`src/rtl/uart_tx_arbiter_if.sv`:
```
// Requester-side and UART-side signals of the UART transmit arbiter.
// The slave modport is the arbiter's view; the master modport is the requesters/UART side.
interface uart_tx_arbiter_if;
    logic        enable;
    logic [3:0]  req;
    logic [3:0]  last;
    logic [31:0] data;
    logic [3:0]  ack;
    logic        grant_valid;
    logic [1:0]  grant_id;
    logic        uart_we;
    logic        uart_en;
    logic [7:0]  uart_data;
    logic        uart_tx_busy;
    logic        uart_tx_done;

    modport master (
        output enable, req, last, data, uart_tx_busy, uart_tx_done,
        input  ack, grant_valid, grant_id, uart_we, uart_en, uart_data
    );

    modport slave (
        input  enable, req, last, data, uart_tx_busy, uart_tx_done,
        output ack, grant_valid, grant_id, uart_we, uart_en, uart_data
    );
endinterface

```
`src/rtl/uart_tx_arbiter.sv`:
```
// Round-robin arbiter sharing one UART transmitter among 4 requesters, locking the owner for multi-byte messages.
// Grant one cycle after a request is seen with the UART idle; requesters hold req/data until their ack pulse.
module uart_tx_arbiter #(
    parameter int unsigned LOCK_TIMEOUT = 1024
) (
    input  logic             clk,
    input  logic             rst,
    uart_tx_arbiter_if.slave bus
);

    typedef enum logic [1:0] {IDLE, LOAD, WAIT, HOLD} state_t;

    state_t      state;
    state_t      state_nxt;
    logic [1:0]  rr_ptr;
    logic [1:0]  grant_id_q;
    logic [1:0]  pick_id;
    logic        pick_vld;
    logic [15:0] cnt;
    logic [7:0]  cap_byte;
    logic        cap_last;
    logic [3:0]  ack_q;
    logic        start;
    logic        resume;
    logic        done_ev;
    logic        timeout;
    logic        we;
    logic        gv;

    // Scan downwards so the nearest requester at or after rr_ptr wins.
    always_comb begin
        pick_vld = 1'b0;
        pick_id  = rr_ptr;
        for (int k = 3; k >= 0; k--) begin
            if (bus.req[rr_ptr + 2'(k)]) begin
                pick_vld = 1'b1;
                pick_id  = rr_ptr + 2'(k);
            end
        end
    end

    assign start   = (state == IDLE) && bus.enable && pick_vld && !bus.uart_tx_busy;
    assign resume  = (state == HOLD) && bus.enable && bus.req[grant_id_q] && !bus.uart_tx_busy;
    assign done_ev = (state == WAIT) && bus.uart_tx_done;
    assign timeout = (state == HOLD) && !resume && (cnt == 16'(LOCK_TIMEOUT - 1));

    always_ff @(posedge clk or posedge rst) begin
        if (rst) begin
            state <= IDLE;
        end else begin
            state <= state_nxt;
        end
    end

    always_comb begin
        state_nxt = state;
        case (state)
            IDLE: if (start)              state_nxt = LOAD;
            LOAD: if (bus.uart_tx_busy)   state_nxt = WAIT;
            WAIT: if (done_ev)            state_nxt = cap_last ? IDLE : HOLD;
            HOLD: begin
                if (resume)               state_nxt = LOAD;
                else if (timeout)         state_nxt = IDLE;
            end
            default:                      state_nxt = IDLE;
        endcase
    end

    always_comb begin
        we = (state == LOAD);
        gv = (state != IDLE);
    end

    always_ff @(posedge clk or posedge rst) begin
        if (rst) begin
            rr_ptr     <= 2'd0;
            cnt        <= 16'd0;
            cap_byte   <= 8'd0;
            cap_last   <= 1'b0;
            grant_id_q <= 2'd0;
            ack_q      <= 4'd0;
        end else begin
            ack_q <= 4'd0;
            if (start) begin
                grant_id_q <= pick_id;
                cap_byte   <= bus.data[{pick_id, 3'b000} +: 8];
                cap_last   <= bus.last[pick_id];
            end
            if (resume) begin
                cap_byte <= bus.data[{grant_id_q, 3'b000} +: 8];
                cap_last <= bus.last[grant_id_q];
            end
            if (done_ev) begin
                ack_q <= 4'b0001 << grant_id_q;
                if (cap_last) begin
                    rr_ptr <= grant_id_q + 2'd1;
                end
            end
            if (timeout) begin
                rr_ptr <= grant_id_q + 2'd1;
            end
            // Saturating count; release fires long before the ceiling.
            if (done_ev || resume) begin
                cnt <= 16'd0;
            end else if ((state == HOLD) && (cnt != 16'hFFFF)) begin
                cnt <= cnt + 16'd1;
            end
        end
    end

    assign bus.ack         = ack_q;
    assign bus.grant_valid = gv;
    assign bus.grant_id    = grant_id_q;
    assign bus.uart_we     = we;
    assign bus.uart_en     = bus.enable;
    assign bus.uart_data   = cap_byte;

endmodule

```
`src/flat_wrapper.sv`:
```
// flat-port wrapper written by rule: the top's interface ports become plain ports
module uart_tx_arbiter_flat 
#(
    parameter int unsigned LOCK_TIMEOUT = 1024
)
  (clk, rst, bus_enable, bus_req, bus_last, bus_data, bus_uart_tx_busy, bus_uart_tx_done, bus_ack, bus_grant_valid, bus_grant_id, bus_uart_we, bus_uart_en, bus_uart_data);
  uart_tx_arbiter_if bus_i ();
  input  logic clk;
  input  logic rst;
  input wire logic [$bits(bus_i.enable)-1:0] bus_enable;
  input wire logic [$bits(bus_i.req)-1:0] bus_req;
  input wire logic [$bits(bus_i.last)-1:0] bus_last;
  input wire logic [$bits(bus_i.data)-1:0] bus_data;
  input wire logic [$bits(bus_i.uart_tx_busy)-1:0] bus_uart_tx_busy;
  input wire logic [$bits(bus_i.uart_tx_done)-1:0] bus_uart_tx_done;
  output wire logic [$bits(bus_i.ack)-1:0] bus_ack;
  output wire logic [$bits(bus_i.grant_valid)-1:0] bus_grant_valid;
  output wire logic [$bits(bus_i.grant_id)-1:0] bus_grant_id;
  output wire logic [$bits(bus_i.uart_we)-1:0] bus_uart_we;
  output wire logic [$bits(bus_i.uart_en)-1:0] bus_uart_en;
  output wire logic [$bits(bus_i.uart_data)-1:0] bus_uart_data;
  assign bus_i.enable = bus_enable;
  assign bus_i.req = bus_req;
  assign bus_i.last = bus_last;
  assign bus_i.data = bus_data;
  assign bus_i.uart_tx_busy = bus_uart_tx_busy;
  assign bus_i.uart_tx_done = bus_uart_tx_done;
  assign bus_ack = bus_i.ack;
  assign bus_grant_valid = bus_i.grant_valid;
  assign bus_grant_id = bus_i.grant_id;
  assign bus_uart_we = bus_i.uart_we;
  assign bus_uart_en = bus_i.uart_en;
  assign bus_uart_data = bus_i.uart_data;
  uart_tx_arbiter #(.LOCK_TIMEOUT(LOCK_TIMEOUT)) u_core (.clk(clk), .rst(rst), .bus(bus_i));
endmodule
```
`config.mk`:
```
export PLATFORM = sky130hd
export DESIGN_NAME = uart_tx_arbiter_flat
export DESIGN_NICKNAME = d
export VERILOG_FILES = /design/src/rtl/uart_tx_arbiter_if.sv /design/src/rtl/uart_tx_arbiter.sv /design/src/flat_wrapper.sv
export SDC_FILE = /design/constraint.sdc
export NUM_CORES = 1
export LEC_CHECK = 0
export ABC_AREA = 1
export BUFFER_PORTS_ARGS = -buffer_cell sky130_fd_sc_hd__buf_4
export CAP_MARGIN = 20
export CORE_ASPECT_RATIO = 0.6
export CORE_MARGIN = 4
export CORE_UTILIZATION = 51
export DETAILED_ROUTE_END_ITERATION = 8
export GPL_TIMING_DRIVEN = 0
export HOLD_SLACK_MARGIN = 0.05
export PLACE_DENSITY_LB_ADDON = 0.08
export SETUP_SLACK_MARGIN = 0.02
export SLEW_MARGIN = 20
export SYNTH_ARGS = -nofsm -noshare
export SYNTH_HDL_FRONTEND = slang
export SYNTH_SLANG_ARGS = --single-unit
```
`constraint.sdc`:
```
create_clock -name clk -period 3.45 [get_ports clk]
set_input_delay 0.5175 -clock clk [delete_from_list [all_inputs] [get_ports clk]]
set_output_delay 0.5175 -clock clk [all_outputs]
set_load 0.005 [all_outputs]
```
==> impl_results.md, run 1 <==
* Startpoint Class: register
* Ratio of cells with drive above 1 in the final layout at between 30 and 40%
* Cell Pwr Density at 796 nW/µm²
* FP Rows at 19
* Sequential share of power at 24.1%
* Ys flop type: dfrtp_1
* Status: finished clean
* Chip width at 99.1 µm
* RSZ-0062 raised after global routing: false
* CP arrival at between 2000 and 2500 ps
* Tcrit/Tclk final at 60.5%
* Worst Hold Class: in2async
* DIE HEIGHT at 62.7 µm
* 1st-pass router iterations at 5
* Drc violations at 0
* Post-synthesis sequential area ratio at 34.5%
* Slew @ Worst Pin at 708 ps
* Htree depth at 2
* Synth area leader: dfrtp_1
* Clock Power Share at approximately 11%
* Slew Limit Fails at 0
* Share of the synthesized area in the top cell type at approximately a third
* Final setup TNS at 0 ps
* P&R area growth vs syn at 24.4%
* I/O Pins at 62
* Number of post-CTS setup repair buffers at 0
* Final setup viols at 0
* Largest cells by area after synthesis: dfrtp_1 (34%), nand3_1 (14%), nand2_1 (11%)
* Post-synth EDFFs at 0
* Routed WL at between 6000 and 7000 µm
* GPL Wtd Cong at 0.867
* Resized cells post-CTS at 0
* Synth Instances at 344
* Register-to-Register Path Depth at 12
* Mean post-synth cell area at around 7.4 µm²
* Clock slew at reported path FFs at ~70 ps
* Count leader, synth: nand2_1
* Post-synth top cells: nand2_1 (73), nand3_1 (69), dfrtp_1 (35), inv_1 (35), nor2_1 (18)
* Clock latency on the worst-skew pair at 290 ps
* Gr ovfl total at 0
* Async set-reset flop share out of synthesis at 100%
* Core area at 4680 µm²
* Clk_skew at 7.38 ps
* CP required at 3630 ps
* TritonCTS clock tree: built
* Filler Cells Inserted at between 400 and 500
* Post-DRT Antenna Nets at 0
* Worst rel slew slack at a little over half
* Fmax at roughly 480 MHz
* DP HPWL at 5020 µm
* Antenna cells at 0
* FF-to-FF End: u_core.bus.uart_data[5]
* Total power at 2.52 mW
* DR vias at 2488
* Max Cap Viol at 0
* CP Capture Type: register
* Crit Path Max Fanout at 10
* GRT Overall Usage at 21.4%
* Clock buffer depth at 2
* Synth cell types at 37
* Net Switching at 1.22 mW
* Mapped Area at 2540 µm²
* Layout Nets at 462
* DR WL/cell at ~13 µm
* Clk sinks at 35
* CTS root buf: clkbuf_8
* Initial Util at a little over half
* Int Pwr at ~1.3 mW
* Initial antenna violation count at 0
* Worst r2r src: u_core.bus.grant_id[0]
* # hold bufs at CTS at 0
* Area of the die at 6210 µm²
* DR iter-0 viols at between 150 and 200
* Vias in the first global route at ~2400
* Reg2reg setup slack at 1360 ps
* Max VDD drop at 0.560 mV
* Count of input and output buffers at 61
* CP Class: reg2reg
* Sw Share at between 40% and 50%
* Post-DR vias/cell at ~5.2
* CTS buffer count at 5
* First-pass GRT wire length at 11100 µm
* Final min period at 2090 ps
* Largest net degree at the start of global routing at 36
* Syn nets at 394
* Comb power frac at between 60 and 70%
* Leakage power at 1.65 nW
* Final Hold Vio Count at 0
* Syn. warnings at 0
* FF+latch count, synth at 35
## state kept, by name, summed over array words and instances, names as in the netlist
register              cells
u_core.bus.ack            4
u_core.bus.grant_id       2
u_core.bus.uart_data      8
u_core.cap_last           1
u_core.cnt               16
u_core.rr_ptr             2
u_core.state              2
## through the flow
step           setup WS, ps  hold slack, ps  util [%]  area [µm²]  cells
2_1_floorplan          1720             463         -        2540    344
3_5_place_dp           1390             473      65.7        3080    468
6_report               1360             348      67.5        3160    476
4_1_cts                1390             379      67.5        3160    476
5_1_grt                1160             425      67.5        3160    476
3_3_place_gp           1380             470      65.7        3080    468
## cell type report
cell class / instances / area [µm²] / area share [%]
flip-flops and latches: 35 / 876 / 27.7
plain buffers: 7 / 82.6 / 2.61
multi-input cells: 255 / 1390 / 44.1
clock buffers: 5 / 68.8 / 2.18
well taps: 63 / 78.8 / 2.49
inverters: 47 / 189 / 5.98
clock inverters: 3 / 15.0 / 0.475
repair buffers: 61 / 458 / 14.5
## worst max-delay path by stage
stage                                start                      end  slack [ps]  cells past startpoint
floorplan           u_core.bus.grant_id[0]  u_core.bus.uart_data[0]        1720                     12
global placement    u_core.bus.grant_id[0]  u_core.bus.uart_data[5]        1380                     13
detailed placement  u_core.bus.grant_id[0]  u_core.bus.uart_data[5]        1390                     13
CTS                 u_core.bus.grant_id[0]  u_core.bus.uart_data[5]        1390                     13
global route                 u_core.cnt[0]           u_core.cnt[13]        1160                     11
finish              u_core.bus.grant_id[0]  u_core.bus.uart_data[5]        1360                     12
## worst max-delay path, cell delays in order, from the launching register on
cell and delay (ps):
dfrtp_1 540, inv_2 170, a21oi_2 140, o21ai_1 70, nand2_1 80, nand2_2 100
nor2_8 180, nand2_2 140, buf_4 220, nand3_2 80, nand3_1 70, nand3_1 110
nand2_1 60
## metal layers
layer	share of wire [%]	track usage [%]	vias up
met1	54	34.1	1108
li1	-	-	1280
met5	0	0	-
met3	5.6	3.46	5
met4	0.95	4.60	0
met2	40	29.8	95
## power by group through the flow
stage,Clock (mW),Sequential (mW),Combinational [mW]
4_1_cts,0.288,0.608,1.62
3_5_place_dp,0,0.614,1.61
6_report,0.285,0.607,1.63
5_1_grt,0.308,0.623,1.82
2_1_floorplan,0,0.594,1.22
3_3_place_gp,0,0.610,1.58
## placed cells by master, fill, tap and decap left out, types with 5 or more instances in the layout
cell	count
nand2_1	73
nand3_1	69
buf_4	64
dfrtp_1	35
inv_1	34
nor2_1	18
o21ai_0	17
a21oi_1	15
nand2_2	14
inv_2	11
nor3_1	7
nand3_2	7
nand2_4	6
clkbuf_8	6
ha_1	5
## cells by family after synthesis
family                     synth area share, %
adders and majority gates                 2.46
buffers and inverters                     10.7
AOI/OAI and AO/OA                         9.40
muxes                                    0.394
and+or+nand+nor                           42.6
DFF                                       34.5
(Power assumes the default switching activity.)
==> inputs of run 2 (changes only) <==
- CORE_UTILIZATION: 51 -> 49
- clock period: 3.45 -> 1.8 ns (I/O delays scaled with it)
==> run 2 against run 1 <==
Final area increased by 20%. Hold slack worse by 250 ps. Global-route usage up 0.50 points. Cell count is 6.9% higher. The run now ends with setup timing left. Worst setup slack worse by 1600 ps. First-iteration DRC count is 38% higher. Clock skew up 1.5 ps. Critical endpoint is now u_core.bus.uart_data[2]. Flip-flop and latch count did not move. Routed wire length rose by 24%. Combinational power grew to 2.9 times the previous value. Clock power up 120%.
==> impl_results.md, run 2 (synthesis results as in run 1) <==
* GPL Wtd Cong at 0.876 (+1.0%)
* Tcrit/Tclk final at 112% (+51 points)
* CP required at 1980 ps (-1650 ps)
* Clk_skew at 8.90 ps (+1.51 ps)
* Final Hold Vio Count at 0 (unchanged)
* Reg2reg setup slack at -210 ps (-1570 ps)
* Initial antenna violation count at 0 (unchanged)
* Clk sinks at 35 (unchanged)
* Count of input and output buffers at 61 (unchanged)
* Crit Path Max Fanout at 7 (-3)
* Ratio of cells with drive above 1 in the final layout at 44.8% (+15 points)
* Cell chain of the critical path: inv_4, nand2_2, nand2_2, nand2_4, nand2_2, inv_2, nand2_4, nand3_4, nand2_4, nand3_4, buf_8, nand3_1, nand3_1, nand3_2, nand2_1
* Clock buffer depth at 2 (unchanged)
* P&R area growth vs syn at 48.8%
* WP buf/inv at 3 (+1)
* CP Launch Point: u_core.rr_ptr[1]
* CTS root buf: clkbuf_8
* DR WL/cell at 15.3 µm (+16%)
* Clock latency on the worst-skew pair at 290 ps (about the same)
* Gr ovfl total at 0 (unchanged)
* Total power at 6.46 mW (+160%)
* Largest net degree at the start of global routing at 36 (unchanged)
* Startpoint Class: register
* DR vias at 2800 (+13%)
* Cell Pwr Density at 1710 nW/µm² (+110%)
* FF-to-FF End: u_core.bus.uart_data[2]
* Fmax at 497 MHz (+3.7%)
* CP Class: reg2reg
* Status: finished with violations
* Clock slew at reported path FFs at 70 ps (about the same)
* Inst Count DP at 468 (unchanged)
* DIE HEIGHT at 63.8 µm (+1.8%)
* Worst r2r src: u_core.rr_ptr[1]
* Levels on crit path at 15 (+3)
* Layout Nets at 495 (+7.1%)
* Drc violations at 0 (unchanged)
* Final setup viols at 13 (+13)
* Leakage power at 1.95 nW (+18%)
* Slew @ Worst Pin at 701 ps (-7.22 ps)
* Slew Limit Fails at 0 (unchanged)
* I/O Pins at 62 (unchanged)
* Antenna cells at 0 (unchanged)
* Cell Count, Final, Fillers Out at 509 (+6.9%)
* Worst Hold Class: in2async
* CP Capture Type: register
* Crit path largest cell delay at 480 ps (-60 ps)
* Vias in the first global route at 2482 (+3.9%)
* GRT Overall Usage at 21.9% (+0.50 points)
* Core area at 4780 µm² (+2.0%)
* First-pass GRT wire length at 11400 µm (+3.0%)
* Slowest CP cell: dfrtp_2
* Post-DRT Antenna Nets at 0 (unchanged)
* CP arrival at 2190 ps (-70 ps)
* Chip width at 101 µm (+1.9%)
* TritonCTS clock tree: built
* Register-to-Register Path Depth at 15 (+3)
* Final min period at 2010 ps (-75.2 ps)
* Routed WL at 7790 µm (+24%)
* Biggest register: u_core.cnt
* Initial Util at 53.2% (-1.1 points)
* DR iter-0 viols at 226 (+38%)
* CTS buffer count at 5 (unchanged)
* Most frequent cells in the layout: buf_4 (89), nand2_1 (59), nand3_1 (55), dfrtp_1 (32), inv_1 (31)
* Htree depth at 2 (unchanged)
* Max Cap Viol at 0 (unchanged)
* FP Rows at 19 (unchanged)
* 1st-pass router iterations at 5 (unchanged)
* DP HPWL at 5040 µm (+0.30%)
* Worst setup endpoint: u_core.bus.uart_data[2]
* Max reg flops at 16 (unchanged)
* RSZ-0062 raised after global routing: true
* Max VDD drop at 1.42 mV (+150%)
* Family with the most delay on the worst path: simple AND/OR/NAND/NOR gates
* Setup WS post-layout at -212 ps (-1570 ps)
* Most common cell after layout, fill and taps aside: buf_4
* Failing checks: setup timing
* Final core utilization at 79.2% (+12 points)
* Worst rel slew slack at 53.2% (+0.48 points)
* Area of the die at 6440 µm² (+3.7%)
* # hold bufs at CTS at 0 (unchanged)
* Post-DR vias/cell at 5.50 (+5.2%)
==> run 2: cell types whose count changed in the layout (fill, tap and decap cells not counted), moves of 4 or more <==
| cell | change |
|---|---|
| buf_4 | +25 |
| nand2_4 | +12 |
| inv_4 | +4 |
| o21ai_0 | -4 |
| nand2_1 | -14 |
| nand3_1 | -14 |
| nand3_2 | +11 |
==> run 2: cell type report <==
| cell class | instances | area (µm²) |
|---|---|---|
| Timing Repair Buffer | 92 | 746 |
| Multi-Input combinational cell | 256 | 1670 |
| Clock buffer | 8 | 100 |
| Sequential cell | 35 | 880 |
| Buffer | 7 | 86.3 |
| Inverter | 47 | 218 |
| Timing Repair inverter | 1 | 6.26 |
| Tap cell | 63 | 78.8 |
| Fill cell | 316 | 996 |
==> run 2: repair_timing <==
| item | 4_1_cts | 5_1_grt |
|---|---|---|
| setup endpoints to repair | 28 | 31 |
| gates cloned | 0 | 5 |
| setup buffers | 16 | 12 |
| pin swaps | 6 | 28 |
| resized for setup | 19 | 65 |
==> run 2: routing by layer <==
layer  share of wire, %  wire [µm]  track usage (%)  vias to the layer above
li1                   -          -                -                     1348
met2                 44       3390             30.7                      180
met5                  0          0                0                        -
met4                2.2        172             6.14                        0
met3                9.4        735             4.67                       20
met1                 45       3490             33.6                     1252
==> run 2: report_power, final <==
group          switching [mW]  internal (mW)  leakage [nW]
Combinational            2.54           2.11          1.44
Sequential              0.199          0.989         0.459
Clock                   0.268          0.349        0.0515
Total                    3.01           3.45          1.95
==> run 2: worst min-delay path by stage <==
stage / startpoint / endpoint / cells after the start
floorplan: rst / u_core.bus.ack[0] / 1
global placement: u_core.bus.uart_data[5] / u_core.bus.uart_data[5] / 2
detailed placement: rst / u_core.cnt[5] / 2
CTS: rst / u_core.cnt[15] / 2
global route: rst / u_core.cnt[1] / 2
finish: rst / u_core.cnt[15] / 2
==> run 2: stage by stage <==
step	TNS (ps)	setup WS (ps)	cell area [µm²]	hold slack [ps]
floorplan	0	66.4	2540	424
global placement	-3370	-224	3080	467
detailed placement	-4190	-271	3080	434
CTS	-325	-59.9	3370	128
global route	-3770	-313	3780	156
finish	-1500	-212	3780	99.1
==> inputs of run 3 (changes only) <==
- BUFFER_PORTS_ARGS: -buffer_cell sky130_fd_sc_hd__buf_4 -> not set
- CORE_UTILIZATION: 49 -> 51
- CTS_BUF_LIST: not set -> sky130_fd_sc_hd__clkbuf_8 sky130_fd_sc_hd__clkbuf_16
- DONT_BUFFER_PORTS: not set -> 1
==> run 3 against run 2 <==
The run still ends with setup timing left. Critical path depth rose by 1. Register-to-register slack improved by 30 ps. Core utilization fell by 9.8 points. Combinational power fell by 14%. First-iteration DRC count fell by 23%. Cell count fell by 13%. Clock-buffer cell count fell by 1. Worst setup slack improved by 34 ps. Final area fell by 14%. Total power fell by 9.6%. Hold slack improved by 150 ps. Maximum frequency rose by 1.7%. Critical endpoint is now u_core.bus.uart_data[0]. Largest cell class unchanged. Largest power group unchanged.
==> impl_results.md, run 3 (synthesis results as in run 1) <==
* Final core utilization at 69.4% (-9.8 points)
* Reg2reg setup slack at -180 ps (+30 ps)
* Post-DR vias/cell at 5.54 (+0.76%)
* Antenna cells at 0 (unchanged)
* Final Hold Vio Count at 0 (unchanged)
* Ratio of cells with drive above 1 in the final layout at 34.3% (-11 points)
* Max VDD drop at 1.65 mV (+16%)
* Worst Hold Path Cells at 4
* Register-to-Register Path Depth at 16 (+1)
* Placement Setup Slack at -364 ps (-93.9 ps)
* Crit Path Max Fanout at 8 (+1)
* Gr ovfl total at 0 (unchanged)
* CP Capture Type: register
* P&R area growth vs syn at 27.8%
* Cell Pwr Density at 1800 nW/µm² (+5.2%)
* Sequential share of power at 21.0% (+2.6 points)
* Drc violations at 0 (unchanged)
* Clock slew at reported path FFs at 60 ps (about the same)
* 1st-pass router iterations at 4 (-1)
* DP HPWL at 4770 µm (-5.3%)
* CP Class: reg2reg
* Most common cell after layout, fill and taps aside: nand2_1
* Placed inst area at 2620 µm² (-15%)
* DIE HEIGHT at 62.7 µm (-1.7%)
* WHS at 252 ps (+153 ps)
* Int Pwr at 3.03 mW (-12%)
* CTS buffer count at 5 (unchanged)
* Routed WL at 7070 µm (-9.2%)
* Area of the die at 6210 µm² (-3.5%)
* Status: finished with violations
* Setup WS post-layout at -178 ps (+33.6 ps)
* Cell Count, Final, Fillers Out at 442 (-13%)
* WP buf/inv at 4 (+1)
* Htree depth at 2 (unchanged)
* FF-to-FF End: u_core.bus.uart_data[0]
* Total power at 5.84 mW (-9.6%)
* Max reg flops at 16 (unchanged)
* Final min period at 1980 ps (-33.6 ps)
* Largest net degree at the start of global routing at 36 (unchanged)
* Clk sinks at 35 (unchanged)
* Final setup TNS at -1460 ps (+45.0 ps)
* Chip width at 99.1 µm (-1.8%)
* Clock buffer depth at 2 (unchanged)
* CTS root buf: clkbuf_8
* Clk_skew at 10.7 ps (+1.80 ps)
* CP required at 1980 ps (about the same)
* Leakage power at 1.61 nW (-18%)
* Initial antenna violation count at 0 (unchanged)
* FP Rows at 19 (unchanged)
* Clock Power Share at 10.6% (+1.0 points)
* TritonCTS clock tree: built
* DR iter-0 viols at 173 (-23%)
* Cell chain of the critical path: buf_6, clkinv_8, buf_6, nand2_4, nand3_2, nand2_2, nand3_4, nand3_4, nand2_4, nand2_4, nand2_8, clkbuf_16, nand3_1, nand3_1, nand3_1, nand2_1
* Slew @ Worst Pin at 717 ps (+16.1 ps)
* Net Switching at 2.80 mW (-7.0%)
* Initial Util at 54.3% (+1.1 points)
* Slowest CP cell: dfrtp_1
* Biggest register: u_core.cnt
* Worst r2r src: u_core.rr_ptr[0]
* Final Cell Area at 3250 µm² (-14%)
* Fmax at 505 MHz (+1.7%)
* Vias in the first global route at 2250 (-9.3%)
* Worst Hold Launch: bus_data[18]
* First-pass GRT wire length at 11100 µm (-2.5%)
* GPL Wtd Cong at 0.795 (-9.3%)
* Worst rel slew slack at 52.1% (-1.1 points)
* Inst Count DP at 407 (-13%)
* Post-DRT Antenna Nets at 0 (unchanged)
* Slew Limit Fails at 0 (unchanged)
* Comb power frac at 68.4% (-3.6 points)
* Failing checks: setup timing
* Max Cap Viol at 0 (unchanged)
* Most frequent cells in the layout: nand2_1 (60), nand3_1 (56), inv_1 (32), dfrtp_1 (30)
* Family with the most delay on the worst path: simple AND/OR/NAND/NOR gates
* DR WL/cell at 16.0 µm (+4.6%)
* Crit path largest cell delay at 340 ps (-140 ps)
* GRT Overall Usage at 22.1% (+0.24 points)
* Startpoint Class: register
* Core area at 4680 µm² (-2.0%)
* Clock latency on the worst-skew pair at 290 ps (about the same)
* Sw Share at 48.0% (+1.4 points)
* Hold endpoint: u_core.bus.uart_data[2]
* RSZ-0062 raised after global routing: true
* DR vias at 2450 (-13%)
* Count of input and output buffers at 0 (-100%)
* Final setup viols at 14 (+1)
* Tcrit/Tclk final at 110% (-1.9 points)
* Worst Hold Class: in2reg
* I/O Pins at 62 (unchanged)
* CP arrival at 2150 ps (-40 ps)
* Layout Nets at 428 (-14%)
==> run 3: cell count changes in the layout (fill, tap and decap cells not counted), sizes merged <==
| cell | change |
|---|---|
| buf | -66 |
| clkbuf | -2 |
| clkinv | -1 |
| dlygate4sd3 | +1 |
| inv | +1 |
==> run 3: how the worst max path moves through the flow <==
stage,startpoint,to,slack (ps),cells past startpoint
after floorplan,u_core.bus.grant_id[0],u_core.bus.uart_data[0],70,12
after global placement,u_core.bus.grant_id[0],u_core.bus.uart_data[5],-330,13
after detailed placement,u_core.bus.grant_id[0],u_core.bus.uart_data[5],-360,13
after CTS,u_core.bus.grant_id[0],u_core.bus.uart_data[3],-80,13
after global routing,u_core.rr_ptr[0],u_core.bus.uart_data[6],-250,16
final,u_core.rr_ptr[0],u_core.bus.uart_data[0],-180,16
==> run 3: metal layers <==
metal / global-route usage, % / part of all wire (%) / vias to the layer above
met5: 0 / 0 / -
met4: 6.13 / 1.2 / 0
met3: 5.80 / 7.9 / 6
met2: 29.8 / 42 / 104
met1: 34.3 / 49 / 1124
li1: - / - / 1216
==> run 3: worst register-to-register path, delay by kind of cell (launching register included) <==
kind,cells,cell delay (ps)
buffers and inverters,4,550
flip-flops,1,340
AND/OR/NAND/NOR,12,1000
==> run 3: cell type report <==
cell class,instances,area [µm²]
buffer,7,90.1
inverter,47,218
sequential,35,882
multi-input combinational,256,1630
clock inverter,1,3.75
timing repair buffer,26,246
fill,366,1440
clock buffer,7,96.3
tap,63,78.8
==> run 3: power groups by stage <==
stage               combinational (mW)  clock [mW]  sequential, mW
floorplan                         2.34           0            1.14
global placement                  2.75           0            1.20
detailed placement                2.81           0            1.20
CTS                               3.61       0.627            1.21
global route                      4.33       0.657            1.25
finish                            3.99       0.619            1.23
==> run 3: timing repair <==
item | in CTS | in global routing
resized for setup | 49 | 33
setup endpoints to repair | 29 | 30
endpoints found under the hold margin | 35 | 0
pin swaps | 23 | 26
setup buffers | 14 | 9
gates cloned | 2 | 1
hold buffers | 1 | 0
